--- src/rtl/arm_servo_test_pkg.sv ---
`default_nettype none
// ============================================================================
//  Module   : arm_servo_test_pkg
//  Purpose  : Shared types, timing constants and width helpers for the
//             robotic-arm servo exerciser.
//  Revision : 1.0  initial release
// ============================================================================
package arm_servo_test_pkg;

    // PWM frame geometry
    localparam int PERIOD_CYC  = 500;
    localparam int WIDTH_BITS  = $clog2(PERIOD_CYC + 1);
    localparam int CNT_BITS    = $clog2(PERIOD_CYC);

    typedef logic [WIDTH_BITS-1:0] width_t;
    typedef logic [CNT_BITS-1:0]   cnt_t;

    localparam cnt_t CNT_LAST = cnt_t'(PERIOD_CYC - 1);

    // Default pulse widths, in clk cycles
    localparam width_t MIN_W         = width_t'(25);
    localparam width_t MAX_W         = width_t'(75);
    localparam width_t STEP_W        = width_t'(5);
    localparam width_t CATCH_OPEN_W  = width_t'(25);
    localparam width_t CATCH_CLOSE_W = width_t'(60);

    // Frames spent in each hold state
    localparam int HOLD_FRAMES = 2;
    localparam int HOLD_BITS   = $clog2(HOLD_FRAMES + 1);
    typedef logic [HOLD_BITS-1:0] hold_t;
    localparam hold_t HOLD_LAST = hold_t'(HOLD_FRAMES - 1);

    // Sequencer states
    typedef enum logic [2:0] {
        ST_HOME    = 3'd0,
        ST_REACH   = 3'd1,
        ST_GRAB    = 3'd2,
        ST_LIFT    = 3'd3,
        ST_RELEASE = 3'd4,
        ST_RETURN  = 3'd5,
        ST_DONE    = 3'd6
    } state_t;

    // Add step to w, clamping at lim; computed one bit wider to avoid wrap
    function automatic width_t sat_add(input width_t w, input width_t step, input width_t lim);
        logic [WIDTH_BITS:0] sum;
        sum = {1'b0, w} + {1'b0, step};
        return (sum >= {1'b0, lim}) ? lim : sum[WIDTH_BITS-1:0];
    endfunction

    // Subtract step from w, clamping at lim
    function automatic width_t sat_sub(input width_t w, input width_t step, input width_t lim);
        logic [WIDTH_BITS:0] floor_sum;
        floor_sum = {1'b0, lim} + {1'b0, step};
        return ({1'b0, w} >= floor_sum) ? (w - step) : lim;
    endfunction

endpackage
`default_nettype wire

--- src/rtl/arm_servo_test_servo_pwm_ch.sv ---
`default_nettype none
// ============================================================================
//  Module   : servo_pwm_ch
//  Purpose  : One servo PWM channel. Holds a shadow copy of the pulse width
//             that only reloads at the frame boundary so a pulse is never
//             cut or stretched mid-frame; output is a registered compare.
//  Revision : 1.0  initial release
// ============================================================================
module servo_pwm_ch
    import arm_servo_test_pkg::*;
#(
    parameter width_t RESET_W = MIN_W
) (
    input  wire logic   clk,
    input  wire logic   rst_n,
    input  wire cnt_t   cnt,
    input  wire logic   frame_boundary,
    input  wire width_t target,
    output logic        pwm
);

    width_t active;

    // Shadow-width reload at frame boundary and registered compare output
    always_ff @(posedge clk or negedge rst_n) begin
        if (!rst_n) begin
            active <= RESET_W;
            pwm    <= 1'b0;
        end else begin
            if (frame_boundary) begin
                active <= target;
            end
            pwm <= (width_t'(cnt) < active);
        end
    end

endmodule
`default_nettype wire

--- config.mk ---
export PLATFORM = sky130hd
export DESIGN_NAME = servo_pwm_ch
export DESIGN_NICKNAME = d
export VERILOG_FILES = /design/src/rtl/arm_servo_test_pkg.sv /design/src/rtl/arm_servo_test_servo_pwm_ch.sv
export SDC_FILE = /design/constraint.sdc
export NUM_CORES = 1
export LEC_CHECK = 0
export CAP_MARGIN = 40
export CORE_MARGIN = 1.5
export CORE_UTILIZATION = 40
export CTS_BUF_LIST = sky130_fd_sc_hd__clkbuf_8 sky130_fd_sc_hd__clkbuf_16
export CTS_CLUSTER_DIAMETER = 60
export CTS_CLUSTER_SIZE = 30
export DETAILED_ROUTE_END_ITERATION = 10
export GPL_TIMING_DRIVEN = 1
export PLACE_DENSITY = 0.8
export SYNTH_ARGS = -nofsm -noshare
export SYNTH_HDL_FRONTEND = slang
export SYNTH_SLANG_ARGS = --single-unit
--- constraint.sdc ---
create_clock -name clk -period 1.4 [get_ports clk]
set_input_delay 0.28 -clock clk [delete_from_list [all_inputs] [get_ports clk]]
set_output_delay 0.28 -clock clk [all_outputs]
set_load 0.05 [all_outputs]
## After elaboration in Yosys (flattened, before gate mapping)

Index checks and enable logic that the tools add are counted.

- Flip-flop bits (word level): 10
- Input port bits: 21
- Output and inout port bits: 1
- Word-level logic and storage cells: 3

- Magnitude comparators: 1

Operators with widths:

| operator | number |
|---|---|
| 9-bit less-than comparator | 1 |

## Longest topological paths before layout

- Word-level depth: 1
- Gate-level depth with buffers: 5
- Mapped depth without buffers: 5

## Worst setup path after synthesis

OpenSTA, ideal clock, no wires.

- Path kind: register to register
- From: register active[4]
- To: register pwm
- Library setup time: 0.127 ns
- Data arrival time: 1.064 ns
- Setup slack: 0.210 ns
- Cell stages (with the launch flop): 6
- Path buffers: 0
- Period minus slack after synthesis: 1.190 ns
- Path through: dfstp_2 inv_1 ha_1 o21ai_0 a21oi_1 a21oi_1

- Cells in the longest elaborated chain, start to end: 1

RTL lines:

| what | line | text |
|---|---|---|
| start, declared | arm_servo_test_servo_pwm_ch.sv:22 | `width_t active;` |
| start signal, assigned | arm_servo_test_servo_pwm_ch.sv:31 | `active <= target;` |
| 9-bit less-than comparator | arm_servo_test_servo_pwm_ch.sv:33 | `pwm <= (width_t'(cnt) < active);` |
| end signal, assigned | arm_servo_test_servo_pwm_ch.sv:33 |  |
| end, declared | arm_servo_test_servo_pwm_ch.sv:19 | `output logic pwm` |

No other way between the ends.
A chain may end at the register's enable or synchronous reset.

## Final worst setup path

- From: input cnt[2]
- To: register pwm

- Cells in the longest elaborated chain, start to end: 1

RTL lines:

| what | line | text |
|---|---|---|
| start, declared | arm_servo_test_servo_pwm_ch.sv:16 | `input wire cnt_t cnt,` |
| 9-bit less-than comparator | arm_servo_test_servo_pwm_ch.sv:33 |  |

No other way between the ends.

==> metrics.log <==
[metrics] final core utilization: 63.9%
[metrics] number of non-filler instances in the completed layout: 99
[metrics] average instance area after synthesis: 9.59 um^2
[metrics] area of the die: 0.00165 mm^2
[metrics] max-cap check violation count: 0
[metrics] routed via count divided by cell count: 4.87
[metrics] routed length per placed instance: 10.9 um
[metrics] post-detailed-placement cell area: 797 um^2
[metrics] data arrival time of the worst path: between 1 and 1.5 ns
[metrics] Worst VDD drop: approximately 0.61 mV
[metrics] post-layout minimum cycle time: 1.27 ns
[metrics] number of buffers added on ports: 21
[metrics] CTS H-tree lvls: 1
[metrics] number of flip-flops and latches in the synthesized netlist: 10
[metrics] vias in the first global route: 394
[metrics] most common cell after layout, fill and taps aside: clkdlybuf4s50_1
[metrics] estimated wirelength of the detail-placed design: 841 um
[metrics] count of routing violations after the opening detailed-route iteration: 11
[metrics] TritonCTS clock tree: done
[metrics] count of cells along the worst register-to-register path: 5
[metrics] Total Power: between 800 and 900 uW
[metrics] maximum fanout along the worst path: 2
[metrics] TritonRoute pass-1 iters: 4
[metrics] slew at the pin closest to its max-slew limit: ~0.47 ns
[metrics] floorplan core area: 0.00132 mm^2
[metrics] clock edge transition at the registers on the reported setup and hold paths: approximately 0.050 ns
[metrics] crit end category: register
[metrics] final design area excluding fillers: around 840 um^2
[metrics] Setup Viol. Count Final: 0
[metrics] WL final: 1080 um
[metrics] I/O pin count: 22
[metrics] Area Overhead vs Synth: 48.9%
[metrics] worst clock skew: 0.00487 ns
[metrics] worst-case hold slack: 0.367 ns
[metrics] Static Leak: ~0.0004 uW
[metrics] number of instances in the synthesized netlist: 59
[metrics] share of cells above drive strength 1: 13.1%
[metrics] maximum clock frequency: 0.785 GHz
[metrics] post-detailed-route DRC marker count: 0
[metrics] via total after detailed routing: ~480
[metrics] count of yosys warnings during synthesis: 0
[metrics] CP required: 1.57 ns
[metrics] GRT Resource Usage Total: 15.6%
[metrics] startpoint class of the critical path: input port
[metrics] count of antenna-violating nets left after detailed routing: 0
[metrics] die width: 40.6 um
[metrics] max_slew headroom: slightly below 70%
[metrics] Cell Rows: 13
[metrics] number of hold violations in the final report: 0
[metrics] P per Cell Area: 1010 mW/mm^2
[metrics] first-pass GRT wire length: 1590 um
[metrics] total global routing overflow: 0
[metrics] Post-CTS Hold Buffers: 0
[metrics] initial antenna violation count: 0
[metrics] Syn Nets: about 90
[metrics] number of max-slew violations in the final report: 0
[metrics] number of placed cells counting well taps: 95
[metrics] routability-driven placement congestion ratio: 0.651
[metrics] run status: completed
[metrics] share of the yosys chip area belonging to registers: between 40% and 50%
[metrics] initial core utilization: 42.9%
[metrics] most used cells in the layout excluding fill and tap cells: 20 x clkdlybuf4s50_1, 11 x nand2_1, 10 x inv_1, 10 x o21ai_0, 8 x ha_1
[metrics] post-cts resize count: 0
[metrics] class of the most critical setup path: in2reg
[metrics] count of buffers added by post-CTS timing repair for setup: 0
[metrics] synthesized cell area: 566 um^2
[metrics] clock latency reported for the late side of the worst-skew pair: between 0.2 and 0.25 ns
[metrics] RSZ-0062 raised after global routing: no
[metrics] total clock buffers created by CTS: 3
[metrics] pin count of the biggest net entering global routing: 11
[metrics] class of the tightest hold or removal check: in2async
[metrics] post-synth cell types: 13
[metrics] number of buffers on the longest clock path: 2
[metrics] DIE HEIGHT: 40.6 um
[metrics] master cell of the clock root buffer: clkbuf_8
[metrics] final layout net count: 114
[metrics] number of clock sinks: 10
[metrics] Tcrit/Tclk final: between 90% and 100%
[metrics] final antenna diode count: 0
## metrics by stage
stage / worst slack [ns] / setup TNS (ns)
2_1_floorplan: 0.210 / 0
3_3_place_gp: -0.0852 / -0.0852
3_5_place_dp: -0.118 / -0.118
4_1_cts: 0.123 / 0
5_1_grt: 0.0420 / 0
6_report: 0.126 / 0
## state kept, by name (all words and copies together) (netlist names)
name,cells
active,9
pwm,1
## logic make-up (layout without fill, tap and decap cells)
kind of cell    after synthesis  after routing  synth area share, %
fa+ha+maj                     8              8                 17.7
mux                           1              1                 1.99
compound gates               16             16                 15.9
flops                        10             10                 44.9
buf+inv                      11             36                 9.96
simple gates                 13             13                 9.51
## worst max-delay path, stage by stage
cell	delay [ns]
clkdlybuf4s50_1	0.41
ha_1	0.33
a211oi_2	0.19
o211ai_1	0.11
a21oi_1	0.13
## where the power goes
group | total (uW) | switching, uW | internal [uW] | leakage, uW
clock | 310 | 118 | 192 | 0.0000269
sequential | 335 | 11.0 | 324 | 0.000116
combinational | 207 | 91.2 | 115 | 0.000248
total | 852 | 220 | 632 | 0.000391
## Yosys cell counts (all sizes together)
cell / number / area [um^2]
nand2: 11 / 41.3
o21ai: 10 / 50.1
inv: 9 / 33.8
ha: 8 / 100
dfrtp: 7 / 175
a21oi: 4 / 20.0
dfstp: 3 / 78.8
buf: 2 / 22.5
a211oi: 1 / 12.5
mux2: 1 / 11.3
nand4: 1 / 6.26
nor2b: 1 / 6.26
o211ai: 1 / 7.51
## path summary, 6_finish.rpt
kind                       startpoint   endpoint  slack [ns]
max                            cnt[2]        pwm        0.13
min                             rst_n  active[6]        0.37
max reg2reg                 active[3]        pwm        0.14
min reg2reg                 active[4]  active[4]        0.50
max in group asynchronous       rst_n  active[0]        0.68
min in group clk            active[4]  active[4]        0.50
## cell type report
cell class,count,area (um^2)
Clock inverter,1,3.75
Tap cell,15,18.8
Sequential cell,10,254
Multi-Input combinational cell,38,255
Timing Repair Buffer,23,235
Clock buffer,3,41.3
Inverter,9,33.8
Fill cell,113,475
## metal layers
| layer | part of all wire (%) | routed length, um | global-route usage [%] | vias to the layer above |
|---|---|---|---|---|
| met2 | 47 | 505 | 24.2 | 15 |
| met1 | 46 | 499 | 19.3 | 217 |
| li1 | - | - | - | 246 |
| met3 | 4.5 | 49 | 5.00 | 4 |
| met4 | 2.2 | 24 | 7.50 | 0 |
| met5 | 0 | 0 | 0 | - |
(Power assumes the default switching activity.)
